$ cat src/rtl/multicycle_ctrl.sv
// Multicycle sequencer for the MIPS-subset datapath: steps each instruction
// through fetch/decode/execute/memory/writeback and drives the datapath strobes.
module multicycle_ctrl (
    input  logic        clk,
    input  logic        rst_n,
    input  logic        run,
    input  logic [5:0]  opcode,
    input  logic [5:0]  funct,
    input  logic        mem_ready,
    output logic        mem_req,
    output logic        mem_we,
    output logic        iord,
    output logic        ir_write,
    output logic        pc_write,
    output logic        alu_src_b,
    output logic [5:0]  alu_func,
    output logic        reg_write,
    output logic        reg_dst,
    output logic        mem_to_reg,
    output logic        illegal,
    output logic [31:0] retired,
    output logic [3:0]  dbg_state
);

    // Memory handshake: mem_req (with iord/mem_we) is held from the first
    // requesting cycle through the cycle in which mem_ready is seen high;
    // the access completes in that cycle and mem_ready is ignored otherwise.

    typedef enum logic [3:0] {
        IDLE   = 4'd0,
        FETCH  = 4'd1,
        DECODE = 4'd2,
        EXEC_R = 4'd3,
        EXEC_I = 4'd4,
        MEM    = 4'd5,
        WB_R   = 4'd6,
        WB_I   = 4'd7,
        WB_MEM = 4'd8,
        TRAP   = 4'd9
    } state_t;

    typedef enum logic [2:0] {
        C_NONE = 3'd0,
        C_R    = 3'd1,
        C_LW   = 3'd2,
        C_SW   = 3'd3,
        C_ADDI = 3'd4
    } class_t;

    localparam logic [5:0] FUNC_ADD = 6'b100000;

    state_t     state;
    state_t     state_nx;
    class_t     cls;
    class_t     dec_cls;
    logic [3:0] fn_q;
    logic       retire;

    assign dbg_state = state;

    // Instruction class straight from the IR; only captured in DECODE.
    always_comb begin
        dec_cls = C_NONE;
        case (opcode)
            6'h23: dec_cls = C_LW;
            6'h2b: dec_cls = C_SW;
            6'h08: dec_cls = C_ADDI;
            6'h00: begin
                case (funct)
                    6'h20, 6'h22, 6'h24, 6'h25, 6'h26, 6'h27: dec_cls = C_R;
                    default: dec_cls = C_NONE;
                endcase
            end
            default: dec_cls = C_NONE;
        endcase
    end

    always_ff @(posedge clk) begin
        if (!rst_n) begin
            state   <= IDLE;
            cls     <= C_NONE;
            fn_q    <= 4'd0;
            retired <= 32'd0;
        end else begin
            state <= state_nx;
            if (state == DECODE) begin
                cls  <= dec_cls;
                fn_q <= funct[3:0];
            end
            if (retire) begin
                retired <= retired + 32'd1;
            end
        end
    end

    always_comb begin
        state_nx   = state;
        retire     = 1'b0;
        mem_req    = 1'b0;
        mem_we     = 1'b0;
        iord       = 1'b0;
        ir_write   = 1'b0;
        pc_write   = 1'b0;
        alu_src_b  = 1'b0;
        alu_func   = FUNC_ADD;
        reg_write  = 1'b0;
        reg_dst    = 1'b0;
        mem_to_reg = 1'b0;
        illegal    = 1'b0;
        case (state)
            IDLE: begin
                if (run) state_nx = FETCH;
            end
            FETCH: begin
                mem_req = 1'b1;
                if (mem_ready) begin
                    ir_write = 1'b1;
                    pc_write = 1'b1;
                    state_nx = DECODE;
                end
            end
            DECODE: begin
                case (dec_cls)
                    C_NONE:  state_nx = TRAP;
                    C_R:     state_nx = EXEC_R;
                    default: state_nx = EXEC_I;
                endcase
            end
            EXEC_R: begin
                alu_func = {2'b10, fn_q};
                state_nx = WB_R;
            end
            EXEC_I: begin
                alu_src_b = 1'b1;
                state_nx  = (cls == C_ADDI) ? WB_I : MEM;
            end
            MEM: begin
                mem_req = 1'b1;
                iord    = 1'b1;
                mem_we  = (cls == C_SW);
                if (mem_ready) begin
                    if (cls == C_SW) retire = 1'b1;
                    else             state_nx = WB_MEM;
                end
            end
            WB_R: begin
                reg_write = 1'b1;
                reg_dst   = 1'b1;
                retire    = 1'b1;
            end
            WB_I: begin
                reg_write = 1'b1;
                retire    = 1'b1;
            end
            WB_MEM: begin
                reg_write  = 1'b1;
                mem_to_reg = 1'b1;
                retire     = 1'b1;
            end
            TRAP: begin
                illegal = 1'b1;
            end
            default: state_nx = IDLE;
        endcase
        // run is only honoured at instruction boundaries
        if (retire) state_nx = run ? FETCH : IDLE;
    end

endmodule

$ cat config.mk
export PLATFORM = sky130hd
export DESIGN_NAME = multicycle_ctrl
export DESIGN_NICKNAME = d
export VERILOG_FILES = /design/src/rtl/multicycle_ctrl.sv
export SDC_FILE = /design/constraint.sdc
export NUM_CORES = 1
export LEC_CHECK = 0
export BUFFER_PORTS_ARGS = -buffer_cell sky130_fd_sc_hd__buf_4
export CAP_MARGIN = 5
export CORE_AREA = 5 5 74 76
export DETAILED_ROUTE_END_ITERATION = 12
export DIE_AREA = 0 0 79 81
export PLACE_DENSITY_LB_ADDON = 0.2
export SETUP_SLACK_MARGIN = 0.05
export SKIP_CTS_REPAIR_TIMING = 1
export SLEW_MARGIN = 20
export SYNTH_ARGS = -nofsm -noshare
export SYNTH_HDL_FRONTEND = slang
export SYNTH_SLANG_ARGS = --single-unit
export TNS_END_PERCENT = 1
$ cat constraint.sdc
create_clock -name clk -period 3.9 [get_ports clk]
set_input_delay 0.195 -clock clk [delete_from_list [all_inputs] [get_ports clk]]
set_output_delay 0.195 -clock clk [all_outputs]
set_load 0.005 [all_outputs]
# --- Word-level counts from Yosys, hierarchy flattened ---
# Index checks and enable logic that the tools add are counted.
word_totals:
  regBits: 43
  elab_cells: 64
  output_inout_bits: 52
  input_bits: 16
op_classes:
  reduce_logical: 8
  muxes: 25
  n_eq_ne: 26
  add_sub_neg: 1
op_table:
  columns: ["op", "count"]
  rows:
  - ["6-bit == test, second input constant", 8]
  - ["32-bit by 1-bit adder with 32-bit output, second input constant", 1]
  - ["4-bit case mux with 7 select lines", 1]
  - ["4-bit 2-to-1 mux", 6]
  - ["4-bit by 3-bit == test with 1-bit output, second input constant", 4]
  - ["1-bit 2-to-1 mux", 14]
  - ["3-bit inequality test, second input constant", 4]
  - ["3-bit case mux with 4 select lines", 1]
  - ["4-bit by 2-bit == test with 1-bit output, second input constant", 2]
  - ["4-bit == test, second input constant", 2]
  - ["4-bit case mux with 2 select lines", 1]
  - ["6-bit by 4-bit == test with 1-bit output, second input constant", 1]
  - ["6-bit zero test", 1]
  - ["6-bit OR reduction", 1]
  - ["5-bit AND reduction", 1]
  - ["4-bit by 1-bit == test with 1-bit output, second input constant", 1]
  - ["4-bit zero test", 1]
  - ["4-bit OR reduction", 1]
  - ["3-bit by 1-bit == test with 1-bit output, second input constant", 1]
  - ["3-bit by 2-bit == test with 1-bit output, second input constant", 1]
  - ["3-bit == test, second input constant", 1]
  - ["3-bit zero test", 1]
  - ["3-bit OR reduction", 1]
  - ["2-bit 2-to-1 mux", 1]
  - ["3 further kinds", 3]

# --- Logic depth before layout (Yosys ltp) ---
depth:
  ltp_word: 8
  ltp_mapped: 7

# --- Least setup slack after synthesis ---
# Ideal clock, no wire load.
synth_timing:
  path_type: "reg2reg"
  start: "register state[2], in the netlist dbg_state[2]"
  end: "register retired[25]"
  path_stages_with_launch: 8
  required_ps: 3830
  t_arrival_ps: 1767
  period_less_slack_ps: 1837
  setup_slack_ps: 2063
  cell_sequence: "dfxtp_1 > nor4b_2 > a21oi_1 > inv_2 > o211ai_1 > buf_2 > or4b_1 > a21oi_1"
synth_between:
  elab_chain_len: 3
  elab_cells_between_ends: 6
  classes_between: "4 x eq/ne; 1 x mux; 1 x reduce/logical"
synth_rtl:
  columns: ["item", "line", "source"]
  rows:
  - ["start: declaration", "52", "state_t state;"]
  - ["start signal: assignment", "85", "state <= state_nx;"]
  - ["4-bit == test / 4-bit by 3-bit == test with 1-bit output (equally long branches)", "110", "case (state)"]
  - ["3-bit OR reduction (no line)", null, null]
  - ["1-bit case mux with 2 select lines *", "110", null]
  - ["end signal: assignment", "91", "retired <= retired + 32'd1;"]
  - ["end: declaration", "21", "output logic [31:0] retired,"]
# Mark *: on every way between the ends. The rest lies on a longest branch, timed or not.
# A chain may end at the register's enable or synchronous reset.

# --- Worst setup path after layout ---
layout_timing:
  start: "register state[2], in the netlist dbg_state[2]"
  end: "register retired[31]"
# The elaborated chain is that of the path after synthesis.

==> qor.csv <==
stage,metric,value,unit
status,outcome,completed,
drt,drt pass-1 iters,5,
setup_path,Worst setup SP type,register,
min_path,Hold Path Class,primary input to register,
cells_and_area,FILL cells,444,
sta,Clock Skew,0.006990,ns
global_route,largest net degree at the start of global routing,41,
cells_and_area,Final nets,354,
yosys,Post-synth ARST share,0,
cells_and_area,Final Cell Area,2846,sq um
die,Die Wd,79,um
sta,RSZ-0062 raised after global routing,false,
power,Flop pwr share,0.489,
setup_path,CP max FO,15,
setup_path,crit path from,dbg_state[2],
cells_and_area,Area Growth Syn to Fin,26.81,%
clocking,"Reg clk slew, reported paths",0.08,ns
yosys,Mapped Nets,297,
power,switch share,0.2605,
die,starting density of the core,0.4816,
place,Cells after DPL,383,
setup_path,critical path class,register to register,
global_route,vias in the first global route,2067,
yosys,Synth Flop Type,dfxtp_1,
sta,PnR worst setup slack,1.226,ns
yosys,main combinational cell family by area after synthesis,simple AND/OR/NAND/NOR gates,
power,Pleak,1.106,nW
drt,via count,2231,
sta,setup tns final,0,ns
setup_path,Worst setup EP type,register,
place,Placement Cell Area,2721,sq um
setup_path,Critical Path RT,4.13,ns
power,worst vdd ir,0.2505,mV
sta,Worst slew margin,0.4422,
cells_and_area,final cell count without fillers,392,
power,clock power share,0.356,
drt,DRC viols,0,
cells_and_area,# diodes,0,
clocking,worst-case clock buffer depth,2,
power,proportion of power drawn by combinational gates,0.155,
place,hpwl dp,3.995,mm
power,P_sw,0.2620,mW
yosys,Post-Syn Instances,280,
sta,Worst Max-Slew Pin Slew,0.8303,ns
yosys,Yosys warnings,0,
global_route,gr usage total,0.1784,
yosys,#FFs+latches synth,43,
global_route,global-route wire length before repair,9.356,mm
sta,# setup viols final,0,
setup_path,Critical Path AT,2.90,ns
sta,max-slew violations,0,
drt,Antenna Nets Post-Route,0,
yosys,post-synthesis cell area,2245,sq um
die,row count,25,
global_route,initial antenna violation count,0,
clocking,worst skew pair latency,0.29,ns
place,pre-CTS WS,1.217,ns
cells_and_area,"most common cell after layout, fill and taps aside",buf_4,
place,# port buffers,65,
yosys,"Seq/Total Area, Yosys",0.3835,
yosys,number of synthesized flops with an enable pin,0,
drt,Post-Route WL,5.473,mm
clocking,root buffer cell,clkbuf_8,
drt,post-DR wirelength/cell,13.96,um
die,Die Span Y,81,um
clocking,Inserted Clock Buffers,5,
place,routability cong.,0.8430,
die,die area,6399,sq um
cells_and_area,layout cells sized above 1,0.2426,
die,IO Count,68,
die,core area,4661,sq um
clocking,CTS H-tree depth,2,
yosys,post-synthesis mux area share,0.004459,
sta,final hold viol count,0,
min_path,worst hold start,rst_n,
power,Total Power,1.006,mW
job,Max Cap Viol,0,
yosys,library cells used by synthesis,47,
power,power per cell area,353.4,nW/um^2
setup_path,R2R Path Start,dbg_state[2],
yosys,Compound-Gate Fraction of Synth Area,0.2152,
sta,fmax,374.0,MHz
power,internal power,0.7439,mW
cells_and_area,most frequent cells in the layout,"67 x buf_4, 43 x dfxtp_1, 31 x a21oi_1, 22 x nand2_1, 22 x o21ai_0",
clocking,TritonCTS Sinks,43,
drt,1st-iter DRT viols,130,
clocking,CTS tree,built,
yosys,area share of fa/ha/maj cells after synthesis,0.005574,
yosys,Synth Area per Inst,8.017,sq um
yosys,Post-Synth Simple-Gate Area,0.2954,
yosys,xor and xnor fraction of the mapped netlist area,0.03902,
global_route,grt total ovfl,0,
sta,final critical-path required period,2.674,ns
sta,fin crit share,0.6856,
drt,Vias/cell,5.691,
synthesized netlist by cell type, drive strengths merged, types with 2 or more instances:
cell type / number / area, sq um
nand2b: 6 / 37.54
nand4: 5 / 31.28
and2: 8 / 50.05
nor3: 6 / 40.04
nor2: 19 / 71.32
o31ai: 4 / 30.03
or3: 18 / 112.6
o21ai: 22 / 110.1
conb: 2 / 7.510
nand2: 22 / 82.58
inv: 9 / 33.78
a21oi: 31 / 155.2
and4: 3 / 26.28
nor4b: 3 / 32.53
nand3: 11 / 55.05
or4: 4 / 30.03
o2111ai: 2 / 17.52
buf: 7 / 48.79
o2111a: 2 / 22.52
xor2: 7 / 61.31
xnor2: 3 / 26.28
clkbuf: 10 / 37.54
a211oi: 3 / 22.52
nor2b: 3 / 18.77
and3: 5 / 31.28
nor4: 2 / 12.51
o211ai: 7 / 62.56
dfxtp: 43 / 860.8
power groups by stage:
stage	registers, mW	clock network, mW	logic [mW]
after floorplan	0.480	0	0.114
after detailed placement	0.502	0	0.156
after global routing	0.497	0.387	0.175
after global placement	0.500	0	0.156
after CTS	0.491	0.366	0.157
final	0.492	0.358	0.156
cell type report:
class,count,area (sq um),area share
sequential,43,860.8,0.3024
clock buffer,6,82.58,0.02901
timing repair buffer,67,503.0,0.1767
inverter,9,33.78,0.01187
multi-input combinational,211,1264,0.4440
tap,54,67.56,0.02374
clock inverter,2,35.03,0.01231
routing by layer:
metal / GRT usage / up-vias / share of wire
li1: - / 1131 / -
met1: 0.2212 / 1040 / 0.45
met2: 0.2988 / 55 / 0.48
met3: 0.05100 / 5 / 0.065
met4: 0.05842 / 0 / 0.0091
met5: 0 / - / 0
path summary, 6_finish.rpt:
path,to,slack (ns),cells after the start
setup reg to reg,retired[31],1.23,6
hold / removal,dbg_state[3],0.14,2
hold reg to reg,fn_q[0],0.46,2
setup / recovery,retired[31],1.23,6
logic make-up (layout without fill, tap and decap cells):
kind of cell	count (synthesis)	in the layout
buffers and inverters	26	84
other	2	2
XOR/XNOR	10	10
flip-flops	43	43
multiplexers	1	1
adder cells (fa/ha/maj)	1	1
AO/OA/AOI/OAI	79	79
AND/OR/NAND/NOR	118	118
state kept, by name, indices dropped and copies added, names as in the netlist:
name	cells
fn_q	4
cls	3
dbg_state	4
retired	32
worst max-delay path, stage by stage, from the launching register on:
cell and delay, ns:
dfxtp_1 0.62, and4bb_2 0.36, and3_1 0.44, o211ai_1 0.35
buf_4 0.28, or4_1 0.39, a21oi_1 0.16
through the flow:
| step | utilization | hold slack [ns] |
|---|---|---|
| final | 0.6107 | 0.1435 |
| after global placement | 0.5839 | 0.4391 |
| after global routing | 0.6107 | 0.1462 |
| after detailed placement | 0.5839 | 0.4501 |
| after CTS | 0.6091 | 0.1416 |
| after floorplan | - | 0.3277 |
(Power assumes the default switching activity.)
